File: src/rtl/mem_interface_pkg.sv
// Shared types and helpers for the EX -> LSU -> MEM_Stage data path.
// Latency: n/a (types, constants and pure functions only).
// Backpressure: n/a; the handshake fields live in mem_req_t / mem_resp_t.
package mem_interface_pkg;

    // Request towards MEM_Stage; valid is held with all fields until ready.
    typedef struct packed {
        logic        valid;
        logic        we;
        logic [31:0] addr;
        logic [31:0] wdata;
        logic [3:0]  be;
    } mem_req_t;

    // Response from MEM_Stage: ready accepts a request, rvalid returns load data.
    typedef struct packed {
        logic        ready;
        logic        rvalid;
        logic [31:0] rdata;
    } mem_resp_t;

    typedef enum logic [1:0] {
        LSU_IDLE  = 2'd0,
        LSU_REQ   = 2'd1,
        LSU_WAIT  = 2'd2,
        LSU_DRAIN = 2'd3
    } lsu_state_e;

    // RISC-V load/store funct3 encodings
    localparam logic [2:0] F3_LB  = 3'b000;
    localparam logic [2:0] F3_LH  = 3'b001;
    localparam logic [2:0] F3_LW  = 3'b010;
    localparam logic [2:0] F3_LBU = 3'b100;
    localparam logic [2:0] F3_LHU = 3'b101;
    localparam logic [2:0] F3_SB  = 3'b000;
    localparam logic [2:0] F3_SH  = 3'b001;
    localparam logic [2:0] F3_SW  = 3'b010;

    // Exception cause codes
    localparam logic [3:0] EXC_ILLEGAL     = 4'd2;
    localparam logic [3:0] EXC_LD_MISALIGN = 4'd4;
    localparam logic [3:0] EXC_LD_FAULT    = 4'd5;
    localparam logic [3:0] EXC_ST_MISALIGN = 4'd6;

    // Byte lanes touched by an access of the given width at the given offset.
    function automatic logic [3:0] be_for(input logic [2:0] funct3, input logic [1:0] off);
        logic [3:0] be;
        case (funct3[1:0])
            2'b00:   be = 4'b0001 << off;
            2'b01:   be = 4'b0011 << off;
            default: be = 4'b1111;
        endcase
        return be;
    endfunction

    function automatic logic load_f3_ok(input logic [2:0] funct3);
        return funct3 inside {F3_LB, F3_LH, F3_LW, F3_LBU, F3_LHU};
    endfunction

    function automatic logic store_f3_ok(input logic [2:0] funct3);
        return funct3 inside {F3_SB, F3_SH, F3_SW};
    endfunction

    // Halves need bit 0 clear, words need both low bits clear.
    function automatic logic misaligned(input logic [2:0] funct3, input logic [1:0] off);
        return ((funct3[1:0] == 2'b01) && off[0]) ||
               ((funct3[1:0] == 2'b10) && (off != 2'b00));
    endfunction

    // Narrow stores are replicated across the word so any lane selected by be is correct.
    function automatic logic [31:0] store_data(input logic [2:0] funct3, input logic [31:0] wdata);
        logic [31:0] d;
        case (funct3)
            F3_SB:   d = {4{wdata[7:0]}};
            F3_SH:   d = {2{wdata[15:0]}};
            default: d = wdata;
        endcase
        return d;
    endfunction

endpackage

File: src/rtl/lsu_load_align.sv
// Load data alignment: picks the addressed byte/half out of rdata and extends it.
// Latency: purely combinational, zero cycles.
// Backpressure: none; the caller decides when the result is consumed.
module lsu_load_align
    import mem_interface_pkg::*;
(
    input  logic [31:0] rdata_i,
    input  logic [2:0]  funct3_i,
    input  logic [1:0]  off_i,
    output logic [31:0] data_o
);

    logic [7:0]  byte_sel;
    logic [15:0] half_sel;

    // Lane select by address offset, then sign- or zero-extend per funct3.
    always_comb begin
        byte_sel = rdata_i[{off_i, 3'b000} +: 8];
        half_sel = rdata_i[{off_i[1], 4'b0000} +: 16];
        case (funct3_i)
            F3_LB:   data_o = {{24{byte_sel[7]}}, byte_sel};
            F3_LH:   data_o = {{16{half_sel[15]}}, half_sel};
            F3_LBU:  data_o = {24'd0, byte_sel};
            F3_LHU:  data_o = {16'd0, half_sel};
            F3_LW:   data_o = rdata_i;
            default: data_o = rdata_i;
        endcase
    end

endmodule

File: src/rtl/lsu_ctrl.sv
// Load/store control: captures one EX op, issues a mem_req_t, returns aligned load data or an exception.
// Latency: load with immediate ready and rvalid one cycle later gives wb_valid_o 3 cycles after capture.
// Backpressure: request held until d_resp_i.ready; lsu_stall_o freezes upstream while an access is in flight.
module lsu_ctrl
    import mem_interface_pkg::*;
#(
    parameter int XLEN         = 32,
    parameter int RESP_TIMEOUT = 0
) (
    input  logic            clk_i,
    input  logic            rst_ni,
    input  logic            ex_valid_i,
    input  logic            ex_is_load_i,
    input  logic            ex_is_store_i,
    input  logic [2:0]      ex_funct3_i,
    input  logic [XLEN-1:0] ex_addr_i,
    input  logic [XLEN-1:0] ex_wdata_i,
    input  logic [4:0]      ex_rd_i,
    input  logic            flush_i,
    output logic            lsu_stall_o,
    output mem_req_t        d_req_o,
    input  mem_resp_t       d_resp_i,
    output logic            wb_valid_o,
    output logic [4:0]      wb_rd_o,
    output logic [XLEN-1:0] wb_data_o,
    output logic            exc_valid_o,
    output logic [3:0]      exc_cause_o,
    output logic [XLEN-1:0] exc_tval_o
);

    // Counter counts WAIT cycles 0..RESP_TIMEOUT-1; one bit is enough when the timeout is off.
    localparam int TMO_W = (RESP_TIMEOUT > 1) ? $clog2(RESP_TIMEOUT) : 1;
    localparam logic [TMO_W-1:0] TMO_LAST = TMO_W'((RESP_TIMEOUT > 0) ? RESP_TIMEOUT - 1 : 0);

    lsu_state_e        state_q, state_d;
    mem_req_t          req_q, req_d;
    logic [2:0]        funct3_q, funct3_d;
    logic [31:0]       addr_q, addr_d;
    logic [4:0]        rd_q, rd_d;
    logic [TMO_W-1:0]  tmo_q, tmo_d;
    logic              wb_valid_q, wb_valid_d;
    logic [4:0]        wb_rd_q, wb_rd_d;
    logic [31:0]       wb_data_q, wb_data_d;
    logic              exc_valid_q, exc_valid_d;
    logic [3:0]        exc_cause_q, exc_cause_d;
    logic [31:0]       exc_tval_q, exc_tval_d;

    logic              ex_take;
    logic              ex_f3_ok;
    logic              ex_misal;
    logic [31:0]       align_data;

    assign ex_take  = ex_valid_i && (ex_is_load_i || ex_is_store_i) && !flush_i;
    assign ex_f3_ok = ex_is_load_i ? load_f3_ok(ex_funct3_i) : store_f3_ok(ex_funct3_i);
    assign ex_misal = misaligned(ex_funct3_i, ex_addr_i[1:0]);

    lsu_load_align u_align (
        .rdata_i  (d_resp_i.rdata),
        .funct3_i (funct3_q),
        .off_i    (addr_q[1:0]),
        .data_o   (align_data)
    );

    // Next-state and next-output logic; every output is registered from here.
    always_comb begin
        state_d     = state_q;
        req_d       = req_q;
        funct3_d    = funct3_q;
        addr_d      = addr_q;
        rd_d        = rd_q;
        tmo_d       = tmo_q;
        wb_valid_d  = 1'b0;
        wb_rd_d     = wb_rd_q;
        wb_data_d   = wb_data_q;
        exc_valid_d = 1'b0;
        exc_cause_d = exc_cause_q;
        exc_tval_d  = exc_tval_q;

        case (state_q)
            LSU_IDLE: begin
                if (ex_take) begin
                    if (!ex_f3_ok) begin
                        exc_valid_d = 1'b1;
                        exc_cause_d = EXC_ILLEGAL;
                        exc_tval_d  = ex_addr_i;
                    end else if (ex_misal) begin
                        exc_valid_d = 1'b1;
                        exc_cause_d = ex_is_load_i ? EXC_LD_MISALIGN : EXC_ST_MISALIGN;
                        exc_tval_d  = ex_addr_i;
                    end else begin
                        state_d     = LSU_REQ;
                        req_d.valid = 1'b1;
                        req_d.we    = !ex_is_load_i;
                        req_d.addr  = ex_addr_i;
                        req_d.wdata = ex_is_load_i ? 32'd0 : store_data(ex_funct3_i, ex_wdata_i);
                        req_d.be    = be_for(ex_funct3_i, ex_addr_i[1:0]);
                        funct3_d    = ex_funct3_i;
                        addr_d      = ex_addr_i;
                        rd_d        = ex_rd_i;
                    end
                end
            end

            LSU_REQ: begin
                // An accepted transfer is committed even if flushed in the same cycle.
                if (d_resp_i.ready) begin
                    req_d = '0;
                    tmo_d = '0;
                    if (req_q.we) begin
                        state_d = LSU_IDLE;
                    end else if (flush_i) begin
                        state_d = LSU_DRAIN;
                    end else begin
                        state_d = LSU_WAIT;
                    end
                end else if (flush_i) begin
                    req_d   = '0;
                    state_d = LSU_IDLE;
                end
            end

            LSU_WAIT: begin
                // A response arriving with a flush is consumed silently; nothing left to drain.
                if (d_resp_i.rvalid) begin
                    state_d = LSU_IDLE;
                    if (!flush_i) begin
                        wb_valid_d = 1'b1;
                        wb_rd_d    = rd_q;
                        wb_data_d  = align_data;
                    end
                end else if (flush_i) begin
                    state_d = LSU_DRAIN;
                end else if (RESP_TIMEOUT > 0) begin
                    if (tmo_q == TMO_LAST) begin
                        state_d     = LSU_IDLE;
                        exc_valid_d = 1'b1;
                        exc_cause_d = EXC_LD_FAULT;
                        exc_tval_d  = addr_q;
                    end else begin
                        tmo_d = tmo_q + TMO_W'(1);
                    end
                end
            end

            LSU_DRAIN: begin
                if (d_resp_i.rvalid) begin
                    state_d = LSU_IDLE;
                end
            end

            default: state_d = LSU_IDLE;
        endcase
    end

    // State and output registers; reset abandons any access without a wb or exc.
    always_ff @(posedge clk_i or negedge rst_ni) begin
        if (!rst_ni) begin
            state_q     <= LSU_IDLE;
            req_q       <= '0;
            funct3_q    <= '0;
            addr_q      <= '0;
            rd_q        <= '0;
            tmo_q       <= '0;
            wb_valid_q  <= 1'b0;
            wb_rd_q     <= '0;
            wb_data_q   <= '0;
            exc_valid_q <= 1'b0;
            exc_cause_q <= '0;
            exc_tval_q  <= '0;
        end else begin
            state_q     <= state_d;
            req_q       <= req_d;
            funct3_q    <= funct3_d;
            addr_q      <= addr_d;
            rd_q        <= rd_d;
            tmo_q       <= tmo_d;
            wb_valid_q  <= wb_valid_d;
            wb_rd_q     <= wb_rd_d;
            wb_data_q   <= wb_data_d;
            exc_valid_q <= exc_valid_d;
            exc_cause_q <= exc_cause_d;
            exc_tval_q  <= exc_tval_d;
        end
    end

    assign lsu_stall_o = (state_q != LSU_IDLE);
    assign d_req_o     = req_q;
    assign wb_valid_o  = wb_valid_q;
    assign wb_rd_o     = wb_rd_q;
    assign wb_data_o   = wb_data_q;
    assign exc_valid_o = exc_valid_q;
    assign exc_cause_o = exc_cause_q;
    assign exc_tval_o  = exc_tval_q;

endmodule

File: config.mk
export PLATFORM = sky130hd
export DESIGN_NAME = lsu_ctrl
export DESIGN_NICKNAME = d
export VERILOG_FILES = /design/src/rtl/mem_interface_pkg.sv /design/src/rtl/lsu_load_align.sv /design/src/rtl/lsu_ctrl.sv
export SDC_FILE = /design/constraint.sdc
export NUM_CORES = 1
export LEC_CHECK = 0
export ABC_AREA = 1
export BUFFER_PORTS_ARGS = -buffer_cell sky130_fd_sc_hd__buf_4
export CORE_UTILIZATION = 35
export DETAILED_ROUTE_END_ITERATION = 7
export PLACE_DENSITY = 0.61
export SYNTH_ARGS = -nofsm -noshare
export SYNTH_HDL_FRONTEND = slang
export SYNTH_SLANG_ARGS = --single-unit
export TNS_END_PERCENT = 5
File: constraint.sdc
create_clock -name clk_i -period 2.6 [get_ports clk_i]
set_input_delay 0.52 -clock clk_i [delete_from_list [all_inputs] [get_ports clk_i]]
set_output_delay 0.52 -clock clk_i [all_outputs]
set_load 0.01 [all_outputs]
==> impl_metrics.env, run 1 <==
export IMPL_setup_viol=0
export IMPL_syn_to_final_growth_pct=36.43
export IMPL_yosysSeqAreaShare_pct=52.63
export IMPL_slew_headroom_pct=54.01
export IMPL_ctsResizeCount=0
export IMPL_setup_tns_final_ns=0
export IMPL_io_pins=258
export IMPL_worst_slew_pin_transition_ns=0.6891
export IMPL_power_frac_clock_pct=30.6
export IMPL_start_util_pct=36.07
export IMPL_numPortBuffers=255
export IMPL_die_h_um=147.1
export IMPL_yosysTopAreaCell="dfrtp_1"
export IMPL_path_cells="inv_1 -> nor2_1 -> inv_1 -> nor2_1 -> o21ai_0 -> nand4_1 -> nand2_1"
export IMPL_core_area_mm2=0.02043
export IMPL_slowest_delay_ns=0.70
export IMPL_netlist_area_mm2=0.007370
export IMPL_comb_power_share_pct=28.7
export IMPL_synthFlopType="dfrtp_1"
export IMPL_wl_per_cell_um=14.95
export IMPL_postCtsSetupBuffers=0
export IMPL_hold_buffers=0
export IMPL_reg2reg_depth=7
export IMPL_clkLatencyLatePin_ns=0.43
export IMPL_p_int_mw=5.300
export IMPL_die_area_mm2=0.02164
export IMPL_dp_hpwl_um=16250
export IMPL_finalNetCount=1324
export IMPL_max_freq_mhz=494.6
export IMPL_cts_root_buffer="clkbuf_16"
export IMPL_tritoncts="yes"
export IMPL_stdcell_count=1495
export IMPL_grt_pass1_wl_um=35740
export IMPL_grt_ovfl_total=0
export IMPL_holdWs_ns=0.07330
export IMPL_cp_max_fo=20
export IMPL_pwr_share_seq_pct=40.7
export IMPL_cts_htree_levels=4
export IMPL_layout_commonest_cell="nand2_1"
export IMPL_crit_arrival_ns=2.32
export IMPL_postSynth_asyncResetShare_pct=100.0
export IMPL_synth_edf_count=0
export IMPL_place_congestion=0.8977
export IMPL_peakVddDrop_mv=0.4669
export IMPL_clk_pin_slew_worst_paths_ns=0.07
export IMPL_cts_buffers=17
export IMPL_synthTopCellsByArea="dfrtp_1 (53%), nand2_1 (23%), nor2_1 (4.2%)"
export IMPL_grt_use_total_pct=21.16
export IMPL_wl_um=22350
export IMPL_drc=0
export IMPL_rsz0062_at_grt="false"
export IMPL_maxSlewViolCount=0
export IMPL_path_class="reg -> reg"
export IMPL_yosys_warnings=0
export IMPL_grt_most_used_layer="met2"
export IMPL_diodes=0
export IMPL_clk_path_buf_depth=2
export IMPL_p_per_area_mw_per_mm2=807.3
export IMPL_use_met1_pct=28.63
export IMPL_final_cell_mix="nand2_1 (444), buf_4 (264), dfrtp_1 (155)"
export IMPL_yosys_area_top_type_share_pct=52.63
export IMPL_switching_power_mw=2.818
export IMPL_min_path_type="in -> async"
export IMPL_grt_use_met3_pct=6.087
export IMPL_clock_skew_ns=0.01102
export IMPL_vias_per_cell=4.656
export IMPL_firstDrtPassIters=5
export IMPL_grt_pass1_vias=6694
export IMPL_crit_slowest_cell="dfrtp_1"
export IMPL_die_w_um=147.1
export IMPL_ys_ff_latch=155
export IMPL_num_vias=6960
export IMPL_clock_sinks=155
export IMPL_final_hold_viol_count=0
export IMPL_synth_cell_types=27
export IMPL_grt_max_degree=66
export IMPL_min_period_ns=2.022
export IMPL_num_rows=52
export IMPL_placed_cells=1463
export IMPL_synth_cells=972
export IMPL_drt_initial_drc_count=340
export IMPL_end_kind="register"
export IMPL_cp_required_ns=2.90
export IMPL_min_period_over_period_pct=77.76
export IMPL_maxCapViolCount=0
export IMPL_p_leak_nw=5.831
export IMPL_start_kind="register"
export IMPL_switching_share_pct=34.71
export IMPL_drive_gt1_share_pct=27.02
export IMPL_synth_area_per_cell_um2=7.582
export IMPL_ant_nets=0
export IMPL_met2_usage_pct=32.59
export IMPL_outcome="finished, final reports clean"
export IMPL_antenna_found_initial=0
## final cells by class
| class | count | area [µm²] |
|---|---|---|
| clock buffers | 17 | 425.4 |
| flip-flops and latches | 155 | 3879 |
| multi-input cells | 695 | 2915 |
| fillers | 2083 | 10380 |
| well taps | 270 | 337.8 |
| clock inverters | 15 | 162.7 |
| repair buffers | 268 | 2053 |
| inverters | 75 | 281.5 |
## worst paths after layout
kind                                from              to  slack, ns
setup / recovery               addr_q[1]    wb_data_o[1]       0.58
hold / removal                    rst_ni      wb_valid_o       0.07
setup reg to reg               addr_q[1]    wb_data_o[1]       0.58
hold reg to reg              d_req_o[62]     d_req_o[62]       0.47
max in group asynchronous         rst_ni     d_req_o[55]       1.77
min in group clk_i         ex_addr_i[12]  exc_tval_o[12]       0.29
## power groups by stage
stage / Clock (mW) / Combinational (mW) / Sequential [mW]
finish: 2.48 / 2.33 / 3.30
CTS: 2.54 / 2.36 / 3.31
global route: 2.65 / 2.59 / 3.37
detailed placement: 0 / 2.36 / 3.33
global placement: 0 / 2.33 / 3.33
floorplan: 0 / 0.951 / 3.47
## state kept, by name, indices dropped and copies added, names as in the netlist, 2 cells and up
signal       count
exc_cause_o      2
d_req_o         70
funct3_q         3
state_q          2
rd_q             5
addr_q           2
wb_rd_o          5
exc_tval_o      32
wb_data_o       32
## metrics by stage
stage | utilization, % | area [µm²] | setup WS [ns] | power [mW]
3_3_place_gp | 46.34 | 9467 | 0.5375 | 5.667
4_1_cts | 49.22 | 10050 | 0.5930 | 8.206
6_report | 49.22 | 10050 | 0.5783 | 8.118
2_1_floorplan | - | 7373 | 1.023 | 4.417
5_1_grt | 49.22 | 10050 | 0.2862 | 8.614
3_5_place_dp | 46.34 | 9467 | 0.4643 | 5.697
## layer usage
metal | up-vias | routed length [µm]
met3 | 21 | 1900
met1 | 3219 | 9700
met2 | 253 | 10390
met4 | 0 | 363
met5 | - | 0
li1 | 3467 | -
## cell families (layout without fill, tap and decap cells)
kind of cell / count (synthesis) / after routing / share of synthesized area [%]
AOI/OAI and AO/OA: 79 / 79 / 5.603
buffers and inverters: 123 / 375 / 7.929
DFF: 155 / 155 / 52.63
other: 1 / 2 / 0.05088
and+or+nand+nor: 614 / 614 / 33.79
## Yosys cell counts, types with 5 or more instances
| cell | number |
|---|---|
| a21oi_1 | 32 |
| buf_2 | 19 |
| buf_4 | 8 |
| buf_6 | 9 |
| clkbuf_1 | 9 |
| dfrtp_1 | 155 |
| inv_1 | 70 |
| inv_2 | 5 |
| nand2_1 | 444 |
| nand3_1 | 56 |
| nor2_1 | 82 |
| o211ai_1 | 5 |
| o21ai_0 | 39 |
| or2_2 | 16 |
## critical path: cells and delay by family, from the launching register on
kind / cells / cell delay (ns)
flops: 1 / 0.70
compound gates: 1 / 0.08
simple gates: 4 / 0.76
buf+inv: 2 / 0.36
Power figures use the tool's default switching activity.
==> inputs of run 2 (changes only) <==
ABC_AREA = 0   (was 1)
PLACE_DENSITY = 0.62   (was 0.61)
clock period = 2 ns   (was 2.6 ns; I/O delays follow)
==> run 2 against run 1 <==
Effect of this change: first-iteration DRC count fell by 11%; maximum frequency increased by 5.6%; global-route usage down 0.57 points; total power up 64%; non-clock buffer count increased by 29; clock skew is 0.0017 ns lower; critical path depth shrank 1; final area is 0.88% lower; critical path type unchanged; area after synthesis is 6.5% lower.
==> impl_metrics.env, run 2 <==
export IMPL_diodes=0
export IMPL_placed_cell_area_mm2=0.009384
export IMPL_grt_pass1_vias=5659
export IMPL_postLayoutCoreUtil_pct=52.40
export IMPL_final_hold_viol_count=0
export IMPL_yosys_warnings=0
export IMPL_p_per_area_mw_per_mm2=1334
export IMPL_synth_cells=615
export IMPL_slew_headroom_pct=63.78
export IMPL_startpoint="state_q[1]"
export IMPL_die_h_um=142.3
export IMPL_setup_tns_final_ns=0
export IMPL_die_area_mm2=0.02025
export IMPL_worstReg2RegStart="state_q[1]"
export IMPL_numPortBuffers=255
export IMPL_finalNetCount=997
export IMPL_grt_max_degree=51
export IMPL_grt_use_total_pct=20.59
export IMPL_io_pins=258
export IMPL_holdPathStages=2
export IMPL_yosys_area_top_type_share_pct=56.30
export IMPL_switching_power_mw=4.446
export IMPL_place_congestion=0.8105
export IMPL_core_area_mm2=0.01902
export IMPL_cts_buffers=17
export IMPL_pre_cts_slack_ns=-0.1371
export IMPL_crit_arrival_ns=2.22
export IMPL_clk_path_buf_depth=2
export IMPL_drc=0
export IMPL_peakVddDrop_mv=0.7205
export IMPL_p_leak_nw=4.734
export IMPL_pwr_share_seq_pct=38.5
export IMPL_cts_htree_levels=4
export IMPL_num_vias=5688
export IMPL_drive_gt1_share_pct=40.51
export IMPL_num_rows=50
export IMPL_start_kind="register"
export IMPL_cp_max_fo=7
export IMPL_nFillCells=1792
export IMPL_synthTopCellsByArea="dfrtp_1 (56%), mux2_1 (5.2%), mux2_2 (4.7%)"
export IMPL_crit_end="funct3_q[1]"
export IMPL_r2r_slack_ns=0.09
export IMPL_antenna_found_initial=0
export IMPL_maxSlewViolCount=0
export IMPL_min_period_ns=1.915
export IMPL_finalWorstSetupSlack_ns=0.08522
export IMPL_setup_viol=0
export IMPL_clock_sinks=155
export IMPL_layout_commonest_cell="buf_4"
export IMPL_dp_hpwl_um=14850
export IMPL_wl_per_cell_um=17.46
export IMPL_yosysTopAreaCell="dfrtp_1"
export IMPL_switching_share_pct=33.45
export IMPL_start_util_pct=36.22
export IMPL_outcome="finished, final reports clean"
export IMPL_final_cell_area_mm2=0.009966
export IMPL_syn_to_final_growth_pct=44.66
export IMPL_reg2reg_depth=6
export IMPL_synth_cell_types=46
export IMPL_cts_root_buffer="clkbuf_16"
export IMPL_synthTopCellsByCount="dfrtp_1 (155), nand2_1 (74), o21ai_0 (50), nand3_1 (35), a21oi_1 (33)"
export IMPL_drt_initial_drc_count=304
export IMPL_clk_pin_slew_worst_paths_ns=0.06
export IMPL_max_freq_mhz=522.3
export IMPL_power_frac_clock_pct=23.4
export IMPL_synth_most_common_cell="dfrtp_1"
export IMPL_comb_power_share_pct=38.1
export IMPL_largest_reg_flops=70
export IMPL_die_w_um=142.3
export IMPL_end_kind="register"
export IMPL_clock_skew_ns=0.009298
export IMPL_cp_required_ns=2.30
export IMPL_yosysSeqAreaShare_pct=56.30
export IMPL_vias_per_cell=4.920
export IMPL_final_cell_mix="buf_4 (284), dfrtp_1 (155), nand2_1 (74)"
export IMPL_postSynth_asyncResetShare_pct=100.0
export IMPL_ant_nets=0
export IMPL_grt_pass1_wl_um=31600
export IMPL_synth_edf_count=0
export IMPL_worst_slew_pin_transition_ns=0.5433
export IMPL_path_class="reg -> reg"
export IMPL_netlist_area_mm2=0.006889
export IMPL_ys_ff_latch=155
export IMPL_p_int_mw=8.844
export IMPL_synth_area_per_cell_um2=11.20
export IMPL_min_period_over_period_pct=95.74
export IMPL_firstDrtPassIters=6
export IMPL_wl_um=20180
export IMPL_r2r_end="funct3_q[1]"
export IMPL_holdWs_ns=0.1957
export IMPL_synthFlopType="dfrtp_1"
export IMPL_tritoncts="yes"
export IMPL_min_path_type="in -> reg"
export IMPL_maxCapViolCount=0
export IMPL_grt_ovfl_total=0
export IMPL_clkLatencyLatePin_ns=0.43
## run 2: final cells by class
| class | count | area, µm² | share of cell area (%) |
|---|---|---|---|
| Sequential cell | 155 | 3879 | 38.92 |
| Multi-Input combinational cell | 407 | 2804 | 28.14 |
| Timing Repair Buffer | 297 | 2374 | 23.82 |
| Clock buffer | 20 | 436.7 | 4.382 |
| Tap cell | 260 | 325.3 | 3.264 |
| Clock inverter | 10 | 121.4 | 1.218 |
| Inverter | 7 | 26.28 | 0.2637 |
## run 2: repair_timing
item	in CTS	in global routing
hold buffers	1	0
setup endpoints to repair	0	35
buffers inserted	0	1
resized for setup	0	2
hold endpoints to repair	37	0
## run 2: critical path, cell delays in order (launching register included)
cell	delay, ns
dfrtp_1	0.41
or2_4	0.29
nor4b_4	0.27
buf_4	0.18
and2_4	0.15
buf_4	0.15
mux2_2	0.33
## run 2: metal layers
layer	part of all wire [%]	vias to the layer above	track usage (%)
li1	-	2722	-
met1	43	2720	26.97
met2	48	209	31.99
met3	6.3	37	5.855
met4	2.7	0	8.376
met5	0	-	0
## run 2: stage by stage
stage | total power [mW] | cells
after floorplan | 7.461 | 616
final | 13.29 | 1156
after global routing | 14.10 | 1156
after CTS | 13.43 | 1155
after global placement | 10.19 | 1124
after detailed placement | 10.28 | 1124
## run 2: how the worst min path moves through the flow
stage	slack, ns	endpoint	startpoint
after floorplan	0.10	addr_q[0]	rst_ni
after global placement	0.35	exc_tval_o[16]	rst_ni
after detailed placement	0.35	exc_tval_o[20]	rst_ni
after CTS	0.18	exc_tval_o[15]	ex_addr_i[15]
after global routing	0.18	exc_tval_o[13]	ex_addr_i[13]
final	0.20	exc_tval_o[15]	ex_addr_i[15]
## run 2: cell families after synthesis
family / after synthesis / share of synthesized area, %
other cells: 1 / 0.05443
flops: 155 / 56.30
compound gates: 143 / 13.37
mux: 91 / 14.51
buf+inv: 54 / 3.759
simple gates: 171 / 12.01
## run 2: power groups by stage
| stage | clock [mW] | combinational, mW | sequential (mW) |
|---|---|---|---|
| 4_1_cts | 3.18 | 5.12 | 5.13 |
| 2_1_floorplan | 0 | 1.99 | 5.48 |
| 3_5_place_dp | 0 | 5.11 | 5.17 |
| 6_report | 3.10 | 5.07 | 5.12 |
| 5_1_grt | 3.30 | 5.52 | 5.28 |
| 3_3_place_gp | 0 | 5.04 | 5.15 |
==> inputs of run 3 (changes only) <==
--- a/config.mk
+++ b/config.mk
@@ -9,2 +9,3 @@
 export BUFFER_PORTS_ARGS = -buffer_cell sky130_fd_sc_hd__buf_4
+export CAP_MARGIN = 30
 export CORE_UTILIZATION = 35
==> constraint.sdc (replaced) <==
create_clock -name clk_i -period 2 [get_ports clk_i]
set_input_delay 0 -clock clk_i [delete_from_list [all_inputs] [get_ports clk_i]]
set_output_delay 0 -clock clk_i [all_outputs]
set_load 0.01 [all_outputs]
==> run 3 against run 2 <==
Effect of this change: sequential share of layout area down 3.3 points; first-iteration DRC count decreased by 0.66%; maximum frequency rose by 2.8%; final area is 9.1% higher; critical endpoint is now exc_tval_o[23]; largest cell class unchanged.
==> impl_metrics.env, run 3 (synthesis gave the netlist of run 2 again) <==
export IMPL_antenna_found_initial=1
export IMPL_start_util_pct=36.22
export IMPL_min_period_over_period_pct=93.18
export IMPL_num_vias=6167
export IMPL_die_w_um=142.3
export IMPL_die_h_um=142.3
export IMPL_wl_um=21630
export IMPL_final_cell_area_mm2=0.01088
export IMPL_syn_to_final_growth_pct=57.86
export IMPL_maxSlewViolCount=0
export IMPL_rsz0062_at_grt="false"
export IMPL_drt_initial_drc_count=302
export IMPL_grt_use_total_pct=22.16
export IMPL_peakVddDrop_mv=0.6344
export IMPL_startpoint="ex_funct3_i[2]"
export IMPL_crit_slowest_cell="or4_1"
export IMPL_dp_hpwl_um=14720
export IMPL_crit_arrival_ns=2.16
export IMPL_core_area_mm2=0.01902
export IMPL_largest_reg_flops=70
export IMPL_numPortBuffers=255
export IMPL_cp_required_ns=2.30
export IMPL_grt_pass1_wl_um=34110
export IMPL_p_per_area_mw_per_mm2=1234
export IMPL_setup_tns_final_ns=0
export IMPL_clock_skew_ns=0.009973
export IMPL_clk_pin_slew_worst_paths_ns=0.06
export IMPL_finalNetCount=1094
export IMPL_r2r_end="rd_q[3]"
export IMPL_start_kind="input port"
export IMPL_layout_commonest_cell="buf_4"
export IMPL_grt_ovfl_total=0
export IMPL_place_congestion=0.8258
export IMPL_clkLatencyLatePin_ns=0.42
export IMPL_drive_gt1_share_pct=35.98
export IMPL_firstDrtPassIters=4
export IMPL_clk_path_buf_depth=2
export IMPL_slowest_delay_ns=0.56
export IMPL_cts_root_buffer="clkbuf_16"
export IMPL_placed_cell_area_mm2=0.009229
export IMPL_path_cells="dlygate4sd3_1 -> buf_4 -> or4_1 -> o31ai_4 -> nand2b_2 -> buf_12 -> mux2_1"
export IMPL_cts_htree_levels=4
export IMPL_setup_viol=0
export IMPL_r2r_slack_ns=0.14
export IMPL_wl_per_cell_um=17.20
export IMPL_io_pins=258
export IMPL_tritoncts="yes"
export IMPL_reg2reg_depth=5
export IMPL_num_rows=50
export IMPL_vias_per_cell=4.906
export IMPL_drc=0
export IMPL_grt_max_degree=52
export IMPL_min_from="ex_valid_i"
export IMPL_maxCapViolCount=0
export IMPL_holdWs_ns=0.09004
export IMPL_worst_slew_pin_transition_ns=0.6528
export IMPL_clock_sinks=155
export IMPL_path_class="in -> reg"
export IMPL_end_kind="register"
export IMPL_max_freq_mhz=536.6
export IMPL_die_area_mm2=0.02025
export IMPL_whs_endpoint="state_q[0]"
export IMPL_final_hold_viol_count=0
export IMPL_holdPathStages=4
export IMPL_p_leak_nw=5.089
export IMPL_outcome="finished, final reports clean"
export IMPL_grt_pass1_vias=6325
export IMPL_cp_max_fo=27
export IMPL_worstReg2RegStart="state_q[1]"
export IMPL_cts_buffers=17
export IMPL_ant_nets=0
export IMPL_min_period_ns=1.864
export IMPL_slew_headroom_pct=56.48
export IMPL_final_cell_mix="buf_4 (280), dfrtp_1 (155), dlygate4sd3_1 (108)"
export IMPL_min_path_type="in -> reg"
==> run 3: cell types whose count changed in the layout (fill, tap and decap cells not counted), sizes merged <==
cell         before  now
clkinvlp          1    6
bufinv            2    0
clkinv            6    3
dlygate4sd3       1  108
diode             0    2
inv               8   10
buf             296  286
==> run 3: repair_timing <==
item / in CTS / in global routing
resized for setup: 0 / 1
hold buffers: 108 / 0
endpoints found under the setup margin: 0 / 1
endpoints found under the hold margin: 279 / 0
buffers inserted: 0 / 0
==> run 3: layout make-up <==
cell class	count	area, µm²
timing repair buffer	394	3286
clock inverter	12	90.09
multi-input combinational	407	2798
tap	260	325.3
antenna	2	5.005
clock buffer	20	466.7
sequential	155	3879
fill	1636	8143
inverter	7	26.28
==> run 3: power breakdown <==
group / switching (mW) / internal, mW / total (mW) / leakage [nW]
clock: 1.36 / 1.69 / 3.05 / 0.257
combinational: 2.50 / 2.80 / 5.30 / 2.86
sequential: 0.745 / 4.32 / 5.07 / 1.97
==> run 3: critical path, delay by kind of cell <==
| family | cells | cell delay [ns] |
|---|---|---|
| and+or+nand+nor | 2 | 0.77 |
| buffers and inverters | 3 | 0.92 |
| muxes | 1 | 0.35 |
| AOI/OAI and AO/OA | 1 | 0.10 |
==> run 3: through the flow <==
stage                     power, mW  util (%)  std cells  setup WS, ns
after detailed placement      10.26     48.53       1115        0.1333
after global placement        10.19     48.53       1115        0.1757
after floorplan               7.460         -        616       0.01368
after CTS                     13.51     57.14       1255       0.09398
after global routing          14.19     57.17       1256       0.01197
final                         13.42     57.18       1257        0.1365
==> run 3: how the worst max path moves through the flow <==
stage                                end  slack (ns)  cells past startpoint
after global routing       wb_data_o[19]        0.01                      4
after global placement        d_req_o[3]        0.18                      5
after floorplan                  rd_q[1]        0.01                      6
final                     exc_tval_o[23]        0.14                      7
after CTS                     d_req_o[1]        0.09                      5
after detailed placement     d_req_o[44]        0.13                      5
==> run 3: per-layer routing <==
metal | part of all wire, % | global-route usage [%] | wire length, µm | vias to the layer above
met4 | 3.4 | 10.64 | 740 | 0
met3 | 6.0 | 5.686 | 1301 | 51
met5 | 0 | 0 | 0 | -
li1 | - | - | - | 2923
met2 | 47 | 34.83 | 10200 | 234
met1 | 43 | 28.47 | 9384 | 2959
